**src/rtl/bus_arbiter_pkg.sv**
```systemverilog
// rtl/bus_arbiter_pkg.sv - shared types and width helpers for the N-master bus arbiter
//
// Purpose: FSM state encoding and width functions used by bus_arbiter_rr and
//          rr_priority_picker.
// Ports:   none (package).

package bus_arbiter_pkg;

    typedef enum logic [1:0] {
        ST_IDLE       = 2'd0,
        ST_ADDR_WAIT  = 2'd1,
        ST_ADDR_SHIFT = 2'd2,
        ST_DATA       = 2'd3
    } state_t;

    // bus_grant carries index+1 with 0 meaning "no owner", so it needs one extra code.
    function automatic int bg_width(input int num_masters);
        return $clog2(num_masters + 1);
    endfunction

    // Width needed to hold an index 0..n-1, never less than one bit.
    function automatic int idx_width(input int n);
        return (n > 1) ? $clog2(n) : 1;
    endfunction

endpackage

```
**src/rtl/rr_priority_picker.sv**
```systemverilog
// rtl/rr_priority_picker.sv - combinational fixed-priority / round-robin winner picker
//
// Purpose: picks one requester from req.
//          rr_mode = 0: lowest set index wins.
//          rr_mode = 1: first set index searching upward from ptr+1, wrapping.
// Ports:
//   req     in   NUM_MASTERS  request vector
//   ptr     in   idx width    index of the previous round-robin winner
//   rr_mode in   1            selects round-robin search
//   winner  out  idx width    selected index (0 when valid is low)
//   valid   out  1            at least one request is set

module rr_priority_picker
    import bus_arbiter_pkg::*;
#(
    parameter int NUM_MASTERS = 4
) (
    input  logic [NUM_MASTERS-1:0]               req,
    input  logic [idx_width(NUM_MASTERS)-1:0]    ptr,
    input  logic                                 rr_mode,
    output logic [idx_width(NUM_MASTERS)-1:0]    winner,
    output logic                                 valid
);

    localparam int IW = idx_width(NUM_MASTERS);

    always_comb begin
        int idx;
        idx    = 0;
        winner = '0;
        valid  = 1'b0;
        for (int k = 0; k < NUM_MASTERS; k++) begin
            idx = rr_mode ? ((int'(ptr) + 1 + k) % NUM_MASTERS) : k;
            if (!valid && req[idx[IW-1:0]]) begin
                valid  = 1'b1;
                winner = idx[IW-1:0];
            end
        end
    end

endmodule

```
**src/rtl/bus_arbiter_rr.sv**
```systemverilog
// rtl/bus_arbiter_rr.sv - N-master bus arbiter with serial slave-address capture
//
// Purpose: grants one master at a time (fixed priority or round-robin), with
//          optional preemption in fixed mode, then captures a serial slave
//          address from the owner and drives the master/slave mux selects.
// Ports:
//   clk           in   1               rising-edge clock
//   reset         in   1               asynchronous active-low reset
//   m_request     in   NUM_MASTERS     per-master request, held for the transaction
//   slave_select  in   1               serial slave address (start bit, then MSB first)
//   m_grant       out  NUM_MASTERS     one-hot grant
//   bus_grant     out  clog2(N+1)      owner index+1, 0 = no owner
//   slave_grant   out  SLAVE_ADDR_BITS captured slave address
//   busy          out  1               address phase in progress
//   addr_done     out  1               one-cycle pulse when slave_grant loads

module bus_arbiter_rr
    import bus_arbiter_pkg::*;
#(
    parameter int NUM_MASTERS     = 4,
    parameter int SLAVE_ADDR_BITS = 2,
    parameter int RR_MODE         = 0,
    parameter int PREEMPT         = 1
) (
    input  logic                                clk,
    input  logic                                reset,
    input  logic [NUM_MASTERS-1:0]              m_request,
    input  logic                                slave_select,
    output logic [NUM_MASTERS-1:0]              m_grant,
    output logic [bg_width(NUM_MASTERS)-1:0]    bus_grant,
    output logic [SLAVE_ADDR_BITS-1:0]          slave_grant,
    output logic                                busy,
    output logic                                addr_done
);

    localparam int IW = idx_width(NUM_MASTERS);
    localparam int BW = bg_width(NUM_MASTERS);
    localparam int CW = idx_width(SLAVE_ADDR_BITS);

    state_t                     state;
    logic [IW-1:0]              owner;
    logic [IW-1:0]              rr_ptr;
    logic [CW-1:0]              bit_cnt;
    logic [SLAVE_ADDR_BITS-1:0] shift_q;
    logic [SLAVE_ADDR_BITS-1:0] assembled;
    logic [IW-1:0]              pick_idx;
    logic                       pick_valid;
    logic                       preempt;
    logic                       owner_req;

    rr_priority_picker #(
        .NUM_MASTERS (NUM_MASTERS)
    ) u_picker (
        .req     (m_request),
        .ptr     (rr_ptr),
        .rr_mode (RR_MODE != 0),
        .winner  (pick_idx),
        .valid   (pick_valid)
    );

    // Bits already shifted in plus the bit on the wire this cycle.
    assign assembled = SLAVE_ADDR_BITS'({shift_q, slave_select});

    assign owner_req = m_request[owner];

    // In fixed mode the picker returns the lowest set index, so a winner below
    // the owner is exactly the highest-priority preempting master.
    assign preempt = (RR_MODE == 0) && (PREEMPT != 0) && (state != ST_IDLE)
                     && pick_valid && (pick_idx < owner);

    always_ff @(posedge clk or negedge reset) begin
        if (!reset) begin
            state       <= ST_IDLE;
            owner       <= '0;
            rr_ptr      <= IW'(NUM_MASTERS - 1);
            bit_cnt     <= '0;
            shift_q     <= '0;
            m_grant     <= '0;
            bus_grant   <= '0;
            slave_grant <= '0;
            busy        <= 1'b0;
            addr_done   <= 1'b0;
        end else begin
            addr_done <= 1'b0;
            if (state == ST_IDLE) begin
                if (pick_valid) begin
                    owner     <= pick_idx;
                    m_grant   <= NUM_MASTERS'(1) << pick_idx;
                    bus_grant <= BW'(pick_idx) + BW'(1);
                    busy      <= 1'b1;
                    bit_cnt   <= '0;
                    state     <= ST_ADDR_WAIT;
                    if (RR_MODE != 0) begin
                        rr_ptr <= pick_idx;
                    end
                end
            end else if (preempt) begin
                // Checked before release: the owner dropping on this edge does not matter.
                owner       <= pick_idx;
                m_grant     <= NUM_MASTERS'(1) << pick_idx;
                bus_grant   <= BW'(pick_idx) + BW'(1);
                slave_grant <= '0;
                busy        <= 1'b1;
                bit_cnt     <= '0;
                state       <= ST_ADDR_WAIT;
            end else if (!owner_req) begin
                // Release always passes through IDLE, giving a turnaround cycle.
                m_grant     <= '0;
                bus_grant   <= '0;
                slave_grant <= '0;
                busy        <= 1'b0;
                bit_cnt     <= '0;
                state       <= ST_IDLE;
            end else begin
                case (state)
                    ST_ADDR_WAIT: begin
                        if (slave_select) begin
                            bit_cnt <= '0;
                            shift_q <= '0;
                            state   <= ST_ADDR_SHIFT;
                        end
                    end
                    ST_ADDR_SHIFT: begin
                        shift_q <= assembled;
                        if (bit_cnt == CW'(SLAVE_ADDR_BITS - 1)) begin
                            slave_grant <= assembled;
                            busy        <= 1'b0;
                            addr_done   <= 1'b1;
                            state       <= ST_DATA;
                        end else begin
                            bit_cnt <= bit_cnt + CW'(1);
                        end
                    end
                    default: ;
                endcase
            end
        end
    end

endmodule

```
**config.mk**
```make
export PLATFORM = sky130hd
export DESIGN_NAME = bus_arbiter_rr
export DESIGN_NICKNAME = d
export VERILOG_FILES = /design/src/rtl/bus_arbiter_pkg.sv /design/src/rtl/rr_priority_picker.sv /design/src/rtl/bus_arbiter_rr.sv
export SDC_FILE = /design/constraint.sdc
export NUM_CORES = 1
export LEC_CHECK = 0
export CAP_MARGIN = 20
export CELL_PAD_IN_SITES_DETAIL_PLACEMENT = 2
export CELL_PAD_IN_SITES_GLOBAL_PLACEMENT = 2
export CORE_UTILIZATION = 25
export CTS_CLUSTER_DIAMETER = 50
export DETAILED_ROUTE_END_ITERATION = 12
export GPL_TIMING_DRIVEN = 0
export PLACE_DENSITY = 0.68
export SLEW_MARGIN = 20
export SYNTH_ARGS = -nofsm -noshare
export SYNTH_HDL_FRONTEND = slang
export SYNTH_SLANG_ARGS = --single-unit
```
**constraint.sdc**
```tcl
create_clock -name clk -period 3.6 [get_ports clk]
set_input_delay 0.72 -clock clk [delete_from_list [all_inputs] [get_ports clk]]
set_output_delay 0.72 -clock clk [all_outputs]
set_load 0.005 [all_outputs]
```
* After elaboration in Yosys (flattened, before gate mapping)
Index checks and enable logic that the tools add are counted.
Word-level totals: register bits after elaboration 17, output and inout port bits 11, word-level logic and storage cells 98
Cells by class: $add $sub $neg 2, order comparisons 2, equal/unequal tests 12, shift operators 1, muxes and demuxes 51, bitwise operators 2, reductions and logical operators 19
Operators by type and width (number):
- 2-bit two-way mux | 15
- 1-bit two-way mux | 24
- 4-bit two-way mux | 4
- 3-bit two-way mux | 4
- 5-bit inequality test (second input constant) | 2
- 3-bit AND reduction | 3
- 3-bit by 2-bit inequality test with 1-bit output (second input constant) | 2
- 2-bit nonzero test | 3
- 1-bit logical AND | 5
- 5-bit by 2-bit inequality test with 1-bit output (second input constant) | 1
- 5-bit AND reduction | 1
- 2-bit inequality test (second input constant) | 2
- 4-bit by 2-bit inequality test with 1-bit output (second input constant) | 1
- 4-bit by 3-bit inequality test with 1-bit output (second input constant) | 1
- 1-bit one-hot mux with 2 select lines | 2
- 2-bit one-hot mux with 2 select lines | 1
- 2-bit AND reduction | 2
- 4-bit AND reduction | 1
- 1-bit by 2-bit left shift with 4-bit output (first input constant) | 1
- 2-bit by 1-bit adder with 3-bit output (second input constant) | 1
- 1-bit logical NOT | 3
- 2-bit by 3-bit less-than comparator with 1-bit output (second input constant) | 1
- 3-bit inequality test (second input constant) | 1
- 1-bit binary-select mux with 2-bit select | 1
- other kinds (6) | 7

* Depth between registers and ports, before layout
depth after elaboration 14, gate-level depth with buffers 8

* Cells and area by module
From an unflattened synthesis, not the netlist that was laid out.
Second synthesis, totals: cells, all modules 116, area, all modules 1197.4 µm²
Modules (own cells, without submodules):
- bus_arbiter_rr | instances 1, cells an instance 87, area each 938.4 µm², seq. area each 400.4 µm²
- rr_priority_picker | instances 1, cells an instance 29, area each 259.0 µm², seq. area each 0.0 µm²

* Least setup slack after synthesis
OpenSTA, ideal clock, no wires.
path kind input port to flip-flop, from in m_request[2], to reg owner[0], data arrival time 2156 ps, required time 3472 ps, slack 1316 ps, stages on the path 6, cells stage by stage o21a_1 -> ha_1 -> a21boi_1 -> o21ai_4 -> a21boi_1 -> mux2_1
Between the ends: longest elaborated chain between the ends 9, elaborated cells between the ends (all ways) 16
Ends and longest elaborated chain:
- start, declared | line bus_arbiter_rr.sv:27 | input logic [NUM_MASTERS-1:0] m_request,
- 1-bit logical AND * | line rr_priority_picker.sv:34 | if (!valid && req[idx[IW-1:0]]) begin
- 1-bit two-way mux | line rr_priority_picker.sv:34
- 1-bit logical NOT | line rr_priority_picker.sv:34
- 1-bit logical AND | line rr_priority_picker.sv:34
- 2-bit two-way mux or 1-bit two-way mux (tied branches) | line rr_priority_picker.sv:34
- 2-bit less-than comparator or 1-bit logical AND (tied branches) | line bus_arbiter_rr.sv:69 | && pick_valid && (pick_idx < owner);
- 1-bit logical AND | line bus_arbiter_rr.sv:69
- 2-bit nonzero test (no line)
- 2-bit AND reduction (no line)
- end signal, assigned | line bus_arbiter_rr.sv:87 | owner <= pick_idx;
- end signal, assigned | line bus_arbiter_rr.sv:99 | owner <= pick_idx;
- end, declared | line bus_arbiter_rr.sv:41 | logic [IW-1:0] owner;
Mark *: on every way between the ends. The rest lies on a longest branch, timed or not. The select of a mux whose other input is x is not followed. A chain may end at the register's enable or synchronous reset.

* Worst setup path after layout
from in m_request[1], to reg owner[0]
Between the ends: longest elaborated chain between the ends 12, elaborated cells between the ends (all ways) 20
Ends and longest elaborated chain:
- 1-bit logical AND * | line rr_priority_picker.sv:34
- 1-bit two-way mux * | line rr_priority_picker.sv:34
- 1-bit logical NOT | line rr_priority_picker.sv:34
- 1-bit logical AND | line rr_priority_picker.sv:34
- 1-bit two-way mux | line rr_priority_picker.sv:34
- 1-bit logical NOT | line rr_priority_picker.sv:34
- 1-bit logical AND | line rr_priority_picker.sv:34
- 2-bit two-way mux * | line rr_priority_picker.sv:34
- via pick_idx[1] | line bus_arbiter_rr.sv:46 | logic [IW-1:0] pick_idx;
- 2-bit less-than comparator * | line bus_arbiter_rr.sv:69
- 1-bit logical AND * | line bus_arbiter_rr.sv:69
- 2-bit nonzero test (no line) *
- 2-bit AND reduction (no line) *
Mark *: on every way through the listed nets, which the timed path passes. The rest lies on a longest branch. The select of a mux whose other input is x is not followed.

==> qor_table.md <==
| Result | Reported | Unit |
|:---|:---|:---|
| Status | finished clean | - |
| Later-pin clock latency in the skew report | 0.26 | ns |
| Worst EP required | 3.74 | ns |
| Capturing element type of the critical path | register | - |
| Combinational family with the most area after synthesis | compound AO/OA/AOI/OAI gates | - |
| Number of library cell types mapped by synthesis | 45 | - |
| Worst-margin pin slew | 0.7803 | ns |
| Worst slew margin relative to its limit | 47.82 | % |
| Data arrival time of the critical path | 3.07 | ns |
| DR iter-0 viols | 12 | - |
| P&R area growth vs syn | 26.87 | % |
| Effective utilization at floorplan | 26.40 | % |
| Total power per unit cell area | 690.0 | nW/um2 |
| Syn avg cell area | 10.10 | um2 |
| Setup skew after layout | 0.005351 | ns |
| Port bufs | 17 | - |
| Clock Power Share | 17.6 | % |
| Internal Dissipation | 0.0005469 | W |
| Part of the Yosys area used for sequential elements | 37.38 | % |
| Sequential share of power | 29.1 | % |
| Total clock buffers created by CTS | 3 | - |
| Number of buffers on the longest clock path | 2 | - |
| Width of the die | 67.46 | um |
| Seq cells post-synth | 16 | - |
| Final setup violation count | 0 | - |
| Worst vdd rail ir drop | 0.0002856 | V |
| Number of antenna violations at the first check in global routing | 0 | - |
| Vias in the first global route | 1,080 | - |
| Half-perimeter wire length after placement | 2343 | um |
| Class of the worst hold path | reg -> reg | - |
| Startpoint types | input port | - |
| Post-synthesis mux area share | 4.089 | % |
| Post-synth net total | 121 | - |
| Cell count after synthesis | 106 | - |
| Synthesis Warnings | 0 | - |
| Via density | 5.316 | - |
| Number of vias after detailed routing | 941 | - |
| Layout cells sized above 1 | 11.81 | % |
| Leakage power | 0.5636 | nW |
| Post-Synthesis Cell Area | 1071 | um2 |
| Antenna-violating nets left | 0 | - |
| Number of setup buffers added after CTS | 0 | - |
| Buffer type at the clock tree root | clkbuf_8 | - |
| Count of pins over their slew limit | 0 | - |
| Gr ovfl total | 0 | - |
| Vertical die dimension | 67.46 | um |
| WL per Instance | 17.68 | um |
| RSZ-0062 raised after global routing | no | - |
| Number of resized instances in the post-cts repair step | 0 | - |
| Post-route minimum period | 2.926 | ns |
| Std-Cell Core Area | 4058 | um2 |
| Placer's final routability congestion estimate | 0.6656 | - |
| Total negative slack | 0 | ns |
| Type of the worst setup path | in -> reg | - |
| Hold bufs inserted after CTS | 0 | - |
| Count of antenna diodes in the layout | 0 | - |
| Clk pin slew, worst setup/hold paths | 0.07 | ns |
| First-pass GRT wire length | 5237 | um |
| Number of top-level pins | 18 | - |
| Synthesized-area fraction occupied by ao, oa, aoi and oai cells | 30.37 | % |
| CTS Sinks | 16 | - |
| Global-route usage over all layers | 16.02 | % |
| Share of the synthesized netlist area taken by xor and xnor gates | 0 | % |
| Nets@finish | 143 | - |
| Number of standard-cell rows in the floorplan | 23 | - |
| Period utilization | 81.27 | % |
| Switching pwr | 0.0003906 | W |
| Total detailed-routing wirelength | 3129 | um |
| Die outline area | 4550 | um2 |
| Share of power burned in combinational logic | 53.3 | % |
| Count of endpoints failing hold in the final timing report | 0 | - |
| Maximum achievable frequency | 341.8 | MHz |
| Largest fanout on the critical path | 6 | - |
| Reported max-cap violation count | 0 | - |
| Fraction of the mapped netlist area in adder cells | 9.346 | % |
| Sw Share | 41.67 | % |
| Most instantiated flip-flop cell in the synthesis netlist | dfrtp_1 | - |
| Level count of the clock H-tree | 1 | - |
| Simple logic cell fraction of the synthesized area | 12.38 | % |
| Count of unresolved DRC violations after routing | 0 | - |
| CTS tree | yes | - |
| Final core utilization | 33.49 | % |
| Number of synthesized flops with an enable pin | 0 | - |
| Count of TritonRoute iterations in the first routing pass | 2 | - |
| Largest net degree at the start of global routing | 17 | - |
| Share of flip-flops with an asynchronous set or reset | 100.0 | % |
| Fillers | 454 | - |
==> synthesized netlist by cell type, types with 2 or more instances <==
| library cell | number | area [um2] |
|---|---|---|
| a21boi_1 | 2 | 15.01 |
| a21oi_1 | 2 | 10.01 |
| dfrtp_1 | 16 | 400.4 |
| ha_1 | 8 | 100.1 |
| inv_1 | 10 | 37.54 |
| nand2_1 | 6 | 22.52 |
| nand3_1 | 3 | 15.01 |
| nor2_1 | 5 | 18.77 |
| nor2b_1 | 3 | 18.77 |
| o2111ai_1 | 2 | 17.52 |
| o211ai_1 | 9 | 67.56 |
| o21a_1 | 2 | 15.01 |
| o21ai_0 | 2 | 10.01 |
| o31ai_1 | 5 | 37.54 |
==> path summary, 6_finish.rpt <==
kind                                               start                       end  slack [ns]  depth (start not counted)
worst max-delay path                        m_request[1]      owner[0]$_DFFE_PN0P_        0.67                          8
worst min-delay path            bus_grant[0]$_DFFE_PN0P_  bus_grant[0]$_DFFE_PN0P_        0.50                          1
worst max register to register      state[0]$_DFFE_PN0P_      owner[0]$_DFFE_PN0P_        1.48                          6
worst min register to register  bus_grant[0]$_DFFE_PN0P_  bus_grant[0]$_DFFE_PN0P_        0.50                          1
max in group asynchronous                          reset      state[1]$_DFFE_PN0P_        2.19                          1
min in group asynchronous                          reset      owner[1]$_DFFE_PN0P_        0.91                          1
==> final cells by class <==
type	instances	area, um2	area share, %
repair buffers	17	170.2	12.52
flip-flops and latches	16	400.4	29.47
inverters	10	37.54	2.762
clock buffers	4	55.05	4.052
multi-input cells	75	601.8	44.29
plain buffers	5	31.28	2.302
well taps	50	62.56	4.604
==> worst max-delay path, stage by stage <==
cell	delay, ns
clkdlybuf4s50_1	0.59
nor2_1	0.09
o21a_1	0.17
ha_1	0.29
a21boi_1	0.30
o21ai_4	0.15
a21boi_1	0.39
mux2_1	0.36
==> cells by family after synthesis <==
family | after synthesis
adder cells (fa/ha/maj) | 8
AO/OA/AOI/OAI | 39
multiplexers | 3
buffers and inverters | 15
flip-flops | 16
AND/OR/NAND/NOR | 25
==> through the flow <==
stage	std cells	instance area (um2)	hold slack [ns]	setup slack, ns	total power, W
after floorplan	106	1071	0.4244	1.316	0.0005908
after global placement	173	1304	0.4762	0.4709	0.0007499
after detailed placement	173	1304	0.4793	0.4373	0.0007753
after CTS	177	1359	0.5018	0.6841	0.0009531
after global routing	177	1359	0.5401	0.5628	0.001009
final	177	1359	0.4987	0.6742	0.0009375
==> per-layer routing <==
| layer | vias to the layer above | track usage, % | wire length, um |
|---|---|---|---|
| met4 | 0 | 6.915 | 53 |
| met2 | 13 | 30.50 | 1744 |
| met5 | - | 0 | 0 |
| met3 | 6 | 2.365 | 68 |
| met1 | 491 | 17.25 | 1263 |
| li1 | 431 | - | - |
==> registers in the layout (all words and copies together), names as in the netlist <==
| signal | count |
|---|---|
| bus_grant | 3 |
| m_grant | 3 |
| owner | 2 |
| slave_grant | 2 |
| state | 2 |
| addr_done | 1 |
| bit_cnt | 1 |
| busy | 1 |
| shift_q | 1 |
==> cell usage in the layout, fill, tap and decap left out, types with 2 or more instances in the layout <==
master / count
inv_1: 10
o21ai_0: 2
clkbuf_8: 4
a21oi_1: 2
o2111ai_1: 2
nand2_1: 6
o21a_1: 2
nor2_1: 5
clkdlybuf4s50_1: 17
nand3_1: 3
dfrtp_1: 16
o31ai_1: 5
ha_1: 8
o211ai_1: 9
nor2b_1: 3
a21boi_1: 2
==> power by group through the flow <==
stage          combinational [W]  clock (W)  sequential (W)
2_1_floorplan           0.000322          0        0.000269
3_3_place_gp            0.000476          0        0.000274
3_5_place_dp            0.000499          0        0.000276
4_1_cts                 0.000509   0.000171        0.000273
5_1_grt                 0.000551   0.000176        0.000282
6_report                0.000500   0.000165        0.000273
Power figures use the tool's default switching activity.
